## src/rtl/data_table_rd_arbiter.sv

```systemverilog
// Round-robin arbiter for the shared data-table RAM read port.
// Tracks each read through the RAM latency and returns the data-valid strobe to its requester.
module data_table_rd_arbiter #(
  parameter int unsigned ENGINES_CNT     = 3,
  parameter int unsigned RAM_LATENCY     = 2,
  parameter int unsigned A_WIDTH         = 12,
  parameter int unsigned D_WIDTH         = 64,
  parameter int unsigned MAX_OUTSTANDING = 2
) (
  input  logic                           clk_i,
  input  logic                           rst_i,
  input  logic [ENGINES_CNT*A_WIDTH-1:0] req_addr_i,
  input  logic [ENGINES_CNT-1:0]         req_valid_i,
  output logic [ENGINES_CNT-1:0]         req_ready_o,
  output logic [A_WIDTH-1:0]             rd_addr_o,
  output logic                           rd_en_o,
  input  logic [D_WIDTH-1:0]             rd_data_i,
  output logic [D_WIDTH-1:0]             rd_data_o,
  output logic [ENGINES_CNT-1:0]         rd_data_val_o,
  output logic                           busy_o
);

  localparam int unsigned IDX_W = $clog2(ENGINES_CNT);
  localparam int unsigned CNT_W = $clog2(MAX_OUTSTANDING + 1);
  localparam int unsigned SUM_W = IDX_W + 1;

  logic [IDX_W-1:0]       rr_ptr_q, rr_ptr_d;
  logic [CNT_W-1:0]       out_cnt_q [ENGINES_CNT];
  logic [CNT_W-1:0]       out_cnt_d [ENGINES_CNT];
  logic [RAM_LATENCY-1:0] tag_vld_q, tag_vld_d;
  logic [IDX_W-1:0]       tag_idx_q [RAM_LATENCY];
  logic [IDX_W-1:0]       tag_idx_d [RAM_LATENCY];
  logic                   busy_q, busy_d;

  logic [A_WIDTH-1:0]     addr_arr [ENGINES_CNT];
  logic [ENGINES_CNT-1:0] eligible;
  logic [IDX_W-1:0]       winner;
  logic                   grant;
  logic [SUM_W-1:0]       scan_sum;
  logic [IDX_W-1:0]       scan_idx;

  for (genvar g = 0; g < int'(ENGINES_CNT); g++) begin : g_addr
    assign addr_arr[g] = req_addr_i[g*A_WIDTH +: A_WIDTH];
  end

  // Data-valid strobe at tag exit; reads caught by a reset are dropped
  always_comb begin
    rd_data_val_o = '0;
    if (tag_vld_q[RAM_LATENCY-1] && !rst_i) begin
      rd_data_val_o[tag_idx_q[RAM_LATENCY-1]] = 1'b1;
    end
  end

  assign rd_data_o = rd_data_i;
  assign busy_o    = busy_q;

  // A read returning this cycle frees its slot for a grant in the same cycle
  always_comb begin
    eligible = '0;
    for (int i = 0; i < int'(ENGINES_CNT); i++) begin
      eligible[i] = req_valid_i[i] &
                    ((out_cnt_q[i] - CNT_W'(rd_data_val_o[i])) != CNT_W'(MAX_OUTSTANDING));
    end
  end

  // Round-robin scan starting at rr_ptr
  always_comb begin
    grant    = 1'b0;
    winner   = '0;
    scan_sum = '0;
    scan_idx = '0;
    for (int k = 0; k < int'(ENGINES_CNT); k++) begin
      scan_sum = {1'b0, rr_ptr_q} + SUM_W'(k);
      if (scan_sum >= SUM_W'(ENGINES_CNT)) begin
        scan_sum = scan_sum - SUM_W'(ENGINES_CNT);
      end
      scan_idx = IDX_W'(scan_sum);
      if (!grant && eligible[scan_idx]) begin
        grant  = 1'b1;
        winner = scan_idx;
      end
    end
    if (rst_i) begin
      grant = 1'b0;
    end
  end

  always_comb begin
    req_ready_o = '0;
    rd_addr_o   = '0;
    if (grant) begin
      req_ready_o[winner] = 1'b1;
      rd_addr_o           = addr_arr[winner];
    end
  end

  assign rd_en_o = grant;

  // Next state: pointer, tag pipeline, outstanding counters
  always_comb begin
    rr_ptr_d = rr_ptr_q;
    if (grant) begin
      rr_ptr_d = (winner == IDX_W'(ENGINES_CNT - 1)) ? '0 : winner + IDX_W'(1);
    end

    tag_vld_d    = '0;
    tag_vld_d[0] = grant;
    tag_idx_d[0] = winner;
    for (int s = 1; s < int'(RAM_LATENCY); s++) begin
      tag_vld_d[s] = tag_vld_q[s-1];
      tag_idx_d[s] = tag_idx_q[s-1];
    end

    busy_d = 1'b0;
    for (int i = 0; i < int'(ENGINES_CNT); i++) begin
      out_cnt_d[i] = out_cnt_q[i];
      if ((grant && (winner == IDX_W'(i))) && !rd_data_val_o[i]) begin
        out_cnt_d[i] = out_cnt_q[i] + CNT_W'(1);
      end else if (!(grant && (winner == IDX_W'(i))) && rd_data_val_o[i]) begin
        out_cnt_d[i] = out_cnt_q[i] - CNT_W'(1);
      end
      busy_d = busy_d | (out_cnt_d[i] != '0);
    end
  end

  always_ff @(posedge clk_i) begin
    if (rst_i) begin
      rr_ptr_q  <= '0;
      tag_vld_q <= '0;
      busy_q    <= 1'b0;
      for (int s = 0; s < int'(RAM_LATENCY); s++) begin
        tag_idx_q[s] <= '0;
      end
      for (int i = 0; i < int'(ENGINES_CNT); i++) begin
        out_cnt_q[i] <= '0;
      end
    end else begin
      rr_ptr_q  <= rr_ptr_d;
      tag_vld_q <= tag_vld_d;
      busy_q    <= busy_d;
      for (int s = 0; s < int'(RAM_LATENCY); s++) begin
        tag_idx_q[s] <= tag_idx_d[s];
      end
      for (int i = 0; i < int'(ENGINES_CNT); i++) begin
        out_cnt_q[i] <= out_cnt_d[i];
      end
    end
  end

  // Counter bounds and busy/tag-pipeline consistency
  always @(posedge clk_i) begin
    if (!rst_i) begin
      for (int i = 0; i < int'(ENGINES_CNT); i++) begin
        assert (out_cnt_q[i] <= CNT_W'(MAX_OUTSTANDING))
          else $error("out_cnt[%0d] above cap", i);
        assert (!(rd_data_val_o[i] && (out_cnt_q[i] == '0)))
          else $error("out_cnt[%0d] underflow", i);
      end
      assert (busy_q == (|tag_vld_q))
        else $error("busy does not match tag pipeline");
    end
  end

endmodule

```

## config.mk

```make
export PLATFORM = sky130hd
export DESIGN_NAME = data_table_rd_arbiter
export DESIGN_NICKNAME = d
export VERILOG_FILES = /design/src/rtl/data_table_rd_arbiter.sv
export SDC_FILE = /design/constraint.sdc
export NUM_CORES = 1
export LEC_CHECK = 0
export CORE_MARGIN = 1
export CORE_UTILIZATION = 29
export CTS_BUF_LIST = sky130_fd_sc_hd__clkbuf_4 sky130_fd_sc_hd__clkbuf_8
export CTS_CLUSTER_DIAMETER = 30
export CTS_CLUSTER_SIZE = 16
export DETAILED_ROUTE_END_ITERATION = 10
export PLACE_DENSITY = 0.9
export SYNTH_ARGS = -nofsm -noshare
export SYNTH_HDL_FRONTEND = slang
export SYNTH_SLANG_ARGS = --single-unit
```

## constraint.sdc

```tcl
create_clock -name clk_i -period 3.9 [get_ports clk_i]
set_clock_uncertainty 0.2 [all_clocks]
set_input_delay 0.585 -clock clk_i [delete_from_list [all_inputs] [get_ports clk_i]]
set_output_delay 0.585 -clock clk_i [all_outputs]
set_load 0.05 [all_outputs]
```

# --- Word-level counts from Yosys, hierarchy flattened ---
# Memories as Yosys holds them, arrays and structs flattened.
# Index checks and enable logic that the tools add are counted.
word_totals:
  inputBits: 105
  n_memories: 2
  word_cells: 115
  ff_bits: 5
  out_inout_bits: 84
  ramBits: 10
mem_list:
  columns: ["name", "words", "word_bits", "read_ports", "rd_clocked_by_memory_dff", "write_ports", "line", "rtl"]
  rows:
  - ["out_cnt_q", 3, 2, 3, 0, 3, "28", "logic [CNT_W-1:0] out_cnt_q [ENGINES_CNT];"]
  - ["tag_idx_q", 2, 2, 2, 0, 2, "31", "logic [IDX_W-1:0] tag_idx_q [RAM_LATENCY];"]
classes:
  n_reduce_logical: 27
  n_eq_ne: 5
  n_lt_le_gt_ge: 11
  bitwise: 11
  n_addsub: 15
  muxes: 41
op_table:
  columns: ["op", "count"]
  rows:
  - ["$mux W12", 3]
  - ["$mux W2", 18]
  - ["$bmux W12 S2", 1]
  - ["$lt A2 B3 Y1 const B", 5]
  - ["$logic_and A1 B1 Y1", 14]
  - ["$mux W1", 12]
  - ["$logic_not A1 Y1", 9]
  - ["$add A2 B1 Y2 const B", 4]
  - ["$or A1 B1 Y1", 7]
  - ["$bmux W1 S2", 3]
  - ["$ge A3 B2 Y1 const B", 2]
  - ["$mux W3", 2]
  - ["$ne A2 B2 Y1 const B", 3]
  - ["$reduce_bool A2 Y1", 3]
  - ["$sub A2 B1 Y2", 3]
  - ["$sub A2 B1 Y2 const B", 3]
  - ["$sub A2 B2 Y2 const B", 3]
  - ["$demux W1 S2", 2]
  - ["$ge A2 B1 Y1 const B", 2]
  - ["$add A2 B1 Y3 const B", 1]
  - ["$add A2 B2 Y3 const B", 1]
  - ["$and A1 B1 Y1", 3]
  - ["$ge A3 B3 Y1 const B", 1]
  - ["$not A2 Y3", 1]
  - ["other kinds (4)", 4]

# --- Depth between registers and ports, before layout ---
# An unclocked memory read counts as a cell.
logic_depth:
  ltp_word: 27
  ltp_mapped: 12
  ltp_nobuf: 10

# --- Worst setup path before layout ---
# No wires, ideal clock.
synth_timing:
  kind: "input-to-output"
  from: "input rst_i"
  to: "output rd_addr_o[0]"
  stages: 9
  required_time_ps: 3115
  path_slack_ps: -560
  t_arrival_ps: 3675
  path_buffers: 2
  path_cell_list: "buf_6 -> nor4b_4 -> mux2_2 -> a2111o_1 -> a21oi_1 -> or3_1 -> clkbuf_1 -> a222oi_1 -> nor2_1"
synth_via:
  elab_chain_len: 20
  word_cells_on_any_way: 34
  classes_between: "3 x add/sub; 3 x eq/ne; 18 x mux; 4 x bitwise; 6 x reduce/logical"
synth_lines:
  columns: ["item", "line", "rtl"]
  rows:
  - ["from (decl)", "11", "input logic rst_i,"]
  - ["$logic_not A1 Y1 *", null, null]
  - ["$logic_and A1 B1 Y1 *", "49", "if (tag_vld_q[RAM_LATENCY-1] && !rst_i) begin"]
  - ["$mux W3 *", "49", null]
  - ["named net rd_data_val_o[0]", "19", "output logic [ENGINES_CNT-1:0] rd_data_val_o,"]
  - ["$sub A2 B1 Y2 *", "62", "((out_cnt_q[i] - CNT_W'(rd_data_val_o[i])) != CNT_W'(MAX_OUTSTANDING));"]
  - ["$ne A2 B2 Y1 *", "62", null]
  - ["$and A1 B1 Y1 *", "61", "eligible[i] = req_valid_i[i] &"]
  - ["$bmux W1 S2", "78", "if (!grant && eligible[scan_idx]) begin"]
  - ["(+4 left out)", null, null]
  - ["$mux W1", "78", null]
  - ["$logic_not A1 Y1", "78", null]
  - ["$logic_and A1 B1 Y1", "78", null]
  - ["$mux W2", "78", null]
  - ["$not A2 Y3 (not written as such)", "93", "rd_addr_o = addr_arr[winner];"]
  - ["$bmux W12 S2", "93", null]
  - ["$mux W12 (not written as such) (2 in a row)", "93", null]
  - ["$mux W12 *", "91", "if (grant) begin"]
  - ["to (decl)", "15", "output logic [A_WIDTH-1:0] rd_addr_o,"]
# The timed path passes the listed nets; every way through them passes the cells marked *. The select of a mux whose other input is x is not followed.

# --- Worst setup path after layout ---
layout_timing:
  from: "input rst_i"
  to: "output rd_addr_o[0]"
layout_via:
  elab_chain_len: 20
  word_cells_on_any_way: 34
  classes_between: "3 x add/sub; 3 x eq/ne; 18 x mux; 4 x bitwise; 6 x reduce/logical"
layout_lines:
  columns: ["item", "line"]
  rows:
  - ["$logic_not A1 Y1", null]
  - ["$logic_and A1 B1 Y1", "49"]
  - ["$mux W3", "49"]
  - ["$sub A2 B1 Y2", "62"]
  - ["$ne A2 B2 Y1", "62"]
  - ["$and A1 B1 Y1", "61"]
  - ["$bmux W1 S2", "78"]
  - ["$mux W1 (not written as such)", "78"]
  - ["(+3 left out)", null]
  - ["$mux W1", "78"]
  - ["$logic_not A1 Y1", "78"]
  - ["$logic_and A1 B1 Y1", "78"]
  - ["$mux W2", "78"]
  - ["$not A2 Y3 (not written as such)", "93"]
  - ["$bmux W12 S2", "93"]
  - ["$mux W12 (not written as such) (2 in a row)", "93"]
  - ["$mux W12 *", "91"]
# Mark *: on every way between the ends. The rest lies on a longest branch, timed or not. The select of a mux whose other input is x is not followed.

==> results.sh <==
export IMPL_dr_total_vias=1572
export IMPL_p_total_w=0.00171
export IMPL_ff2ff_setup_slack_ps=720
export IMPL_synth_area_um2=1720
export IMPL_rsz0062_at_grt="false"
export IMPL_synthArstFlopShare_pct=0
export IMPL_clk_latency_ps=250
export IMPL_max_freq_ghz=0.274
export IMPL_yosys_top_cells_area="buf_4 28%, dfxtp_1 17%, a222oi_1 7.0%, nor2_1 4.6%, nor2b_1 2.5%"
export IMPL_ant_nets=0
export IMPL_peakVddDrop_mv=0.471
export IMPL_start_util_pct=30.7
export IMPL_mostFrequentLayoutCell="clkdlybuf4s50_1"
export IMPL_drv_cap=0
export IMPL_htree_levels=1
export IMPL_worstHoldStart="tag_idx_q[0][1]$_SDFF_PP0_"
export IMPL_leakage_nw=0.986
export IMPL_avgViaCountPerCell=5.14
export IMPL_fp_row_count=27
export IMPL_drtPass1Iterations=4
export IMPL_drc_errors=0
export IMPL_status="completed"
export IMPL_clockBufferDepth=2
export IMPL_drive_gt1_share_pct=34.2
export IMPL_max_stage_delay_ps=330
export IMPL_cts_sinks=15
export IMPL_die_w_um=79.1
export IMPL_cp_slowest_cell="a222oi_1"
export IMPL_cts_buffers=3
export IMPL_ys_flop_type="dfxtp_1"
export IMPL_antenna_found_initial=0
export IMPL_syn_inst=215
export IMPL_synth_edf_count=0
export IMPL_setup_viol=0
export IMPL_worstRegToRegCells=9
export IMPL_grt_overflow=0
export IMPL_io_buffers=60
export IMPL_holdPathStages=1
export IMPL_cts_root_buffer="clkbuf_8"
export IMPL_slew_headroom_pct=65.1
export IMPL_post_synth_cell_area_avg_um2=8.02
export IMPL_crit_path_max_fanout=20
export IMPL_num_nets_final=342
export IMPL_grt_usage_pct=15.3
export IMPL_min_period_over_period_pct=93.7
export IMPL_grt_pass1_wl_mm=7.58
export IMPL_clk_pin_slew_worst_paths_ps=60
export IMPL_r2r_start="tag_idx_q[0][3]$_SDFF_PP0_"
export IMPL_seq_area_frac_synth_pct=17.4
export IMPL_tritoncts="done"
export IMPL_die_h_um=79.1
export IMPL_yosys_area_top_type_share_pct=28.3
export IMPL_finalWirelength_mm=4.69
export IMPL_hold_viol=0
export IMPL_ios=189
export IMPL_critPathKind="in2out"
export IMPL_grt_pass1_vias=1616
export IMPL_power_density_nw_per_um2=715
export IMPL_ys_seq_elements=15
export IMPL_layout_setup_ws_ps=247
export IMPL_crit_path_end_kind="output port"
export IMPL_synthesis_nets=322
export IMPL_r2r_end="busy_o$_SDFF_PP0_"
export IMPL_die_area_um2=6260
export IMPL_synth_cell_type_count=48
export IMPL_first_iter_violations=85
export IMPL_setup_tns_ps=0
export IMPL_cp_cell_sequence="clkbuf_2, buf_4, and3b_2, mux2i_1, nand2_1, or3_1, and4b_1, buf_12, a222oi_1, buf_4, nor2_4, buf_12"
export IMPL_core_area_um2=5610
export IMPL_post_place_ws_ps=-213
export IMPL_area_delta_synth_final_pct=39.1
export IMPL_timing_max_transition_violations_final=0
export IMPL_worstPathRequired_ps=3120
export IMPL_hp_class="reg2reg"
export IMPL_fin_crit_ps=3650
export IMPL_layout_common_cells="42 x clkdlybuf4s50_1, 29 x buf_4, 17 x buf_12"
export IMPL_critPathLaunchType="input port"
export IMPL_wl_per_cell_um=15.3
export IMPL_hold_end="tag_idx_q[0][3]$_SDFF_PP0_"
export IMPL_gp_congestion=0.881
export IMPL_tightest_slew_ps=522
export IMPL_grt_start_max_net_pins=21
export IMPL_yosys_area_top_type="buf_4"
export IMPL_antenna_cells=0
export IMPL_dp_hpwl_mm=3.76
export IMPL_yosysWarnings=0
export IMPL_worstPathArrival_ps=2870
-- cell usage after synthesis, types with 3 or more instances --
library cell,instances
a2111o_1,3
and3_1,3
and2_1,3
nor2b_1,7
a31oi_1,4
buf_4,65
o21ai_0,3
a222oi_1,12
xnor2_1,3
dfxtp_1,15
a21oi_1,4
nor2_1,21
nor3_1,6
nand2_1,10
clkbuf_1,5
inv_1,6
nand3_1,5
-- stage by stage --
step	cell area, um^2	utilization, %	hold slack (ps)	instances
finish	2400	42.8	243	306
global route	2400	42.8	256	306
floorplan	1830	-	214	215
detailed placement	2350	41.9	233	302
global placement	2350	41.9	219	302
CTS	2390	42.7	248	306
-- cell families (layout without fill, tap and decap cells) --
group                      after synthesis  in the layout  share of synthesized area, %
buffers and inverters                   82            101                          33.0
and+or+nand+nor                         70             70                          23.5
muxes                                    5              5                          3.56
adders and majority gates                3              3                          2.10
AOI/OAI and AO/OA                       35             35                          17.9
xor gates and xnor gates                 5              5                          2.54
DFF                                     15             15                          17.4
-- registers in the layout, indices dropped and copies added, names as in the netlist --
register	count
out_cnt_q	6
tag_idx_q	4
rr_ptr_q	2
busy_o	1
tag_vld_q	2
-- how the worst max path moves through the flow --
stage          start            to  slack (ps)  cells after the start
3_3_place_gp   rst_i  rd_addr_o[3]        -160                     10
2_1_floorplan  rst_i  rd_addr_o[0]        -220                     10
6_report       rst_i  rd_addr_o[0]         250                     12
4_1_cts        rst_i  rd_addr_o[0]          10                     11
5_1_grt        rst_i  rd_addr_o[5]         100                     13
3_5_place_dp   rst_i  rd_addr_o[0]        -210                     12
-- power breakdown --
group	internal [W]	switching [W]	leakage, nW
registers	0.000199	0.0000391	0.123
clock network	0.0000708	0.0000581	0.0255
logic	0.000645	0.000702	0.837
-- layer usage --
| metal | GRT usage [%] | vias to the layer above | wire length [um] | part of all wire, % |
|---|---|---|---|---|
| li1 | - | 736 | - | - |
| met1 | 15.8 | 732 | 1720 | 37 |
| met2 | 29.2 | 87 | 2490 | 53 |
| met3 | 3.91 | 17 | 378 | 8.1 |
| met4 | 5.64 | 0 | 108 | 2.3 |
| met5 | 0 | - | 0 | 0 |
-- repair_timing --
item	4_1_cts	5_1_grt
endpoints found under the setup margin	15	13
pin swaps	0	2
hold buffers	0	0
resized for setup	1	5
setup buffers	0	0
-- cell type report --
cell class              instances  area (um^2)
clock buffers                   3         41.3
clock inverters                 1         5.00
fillers                       537         3210
inverters                       8         31.3
multi-input cells             118          947
flip-flops and latches         15          300
well taps                      72         90.1
repair buffers                 89          983
-- worst max-delay path: cells and delay by family --
kind                   cells  cell delay, ps
and+or+nand+nor            5             910
AOI/OAI and AO/OA          1             330
muxes                      1             190
buffers and inverters      5             840
(Power assumes the default switching activity.)
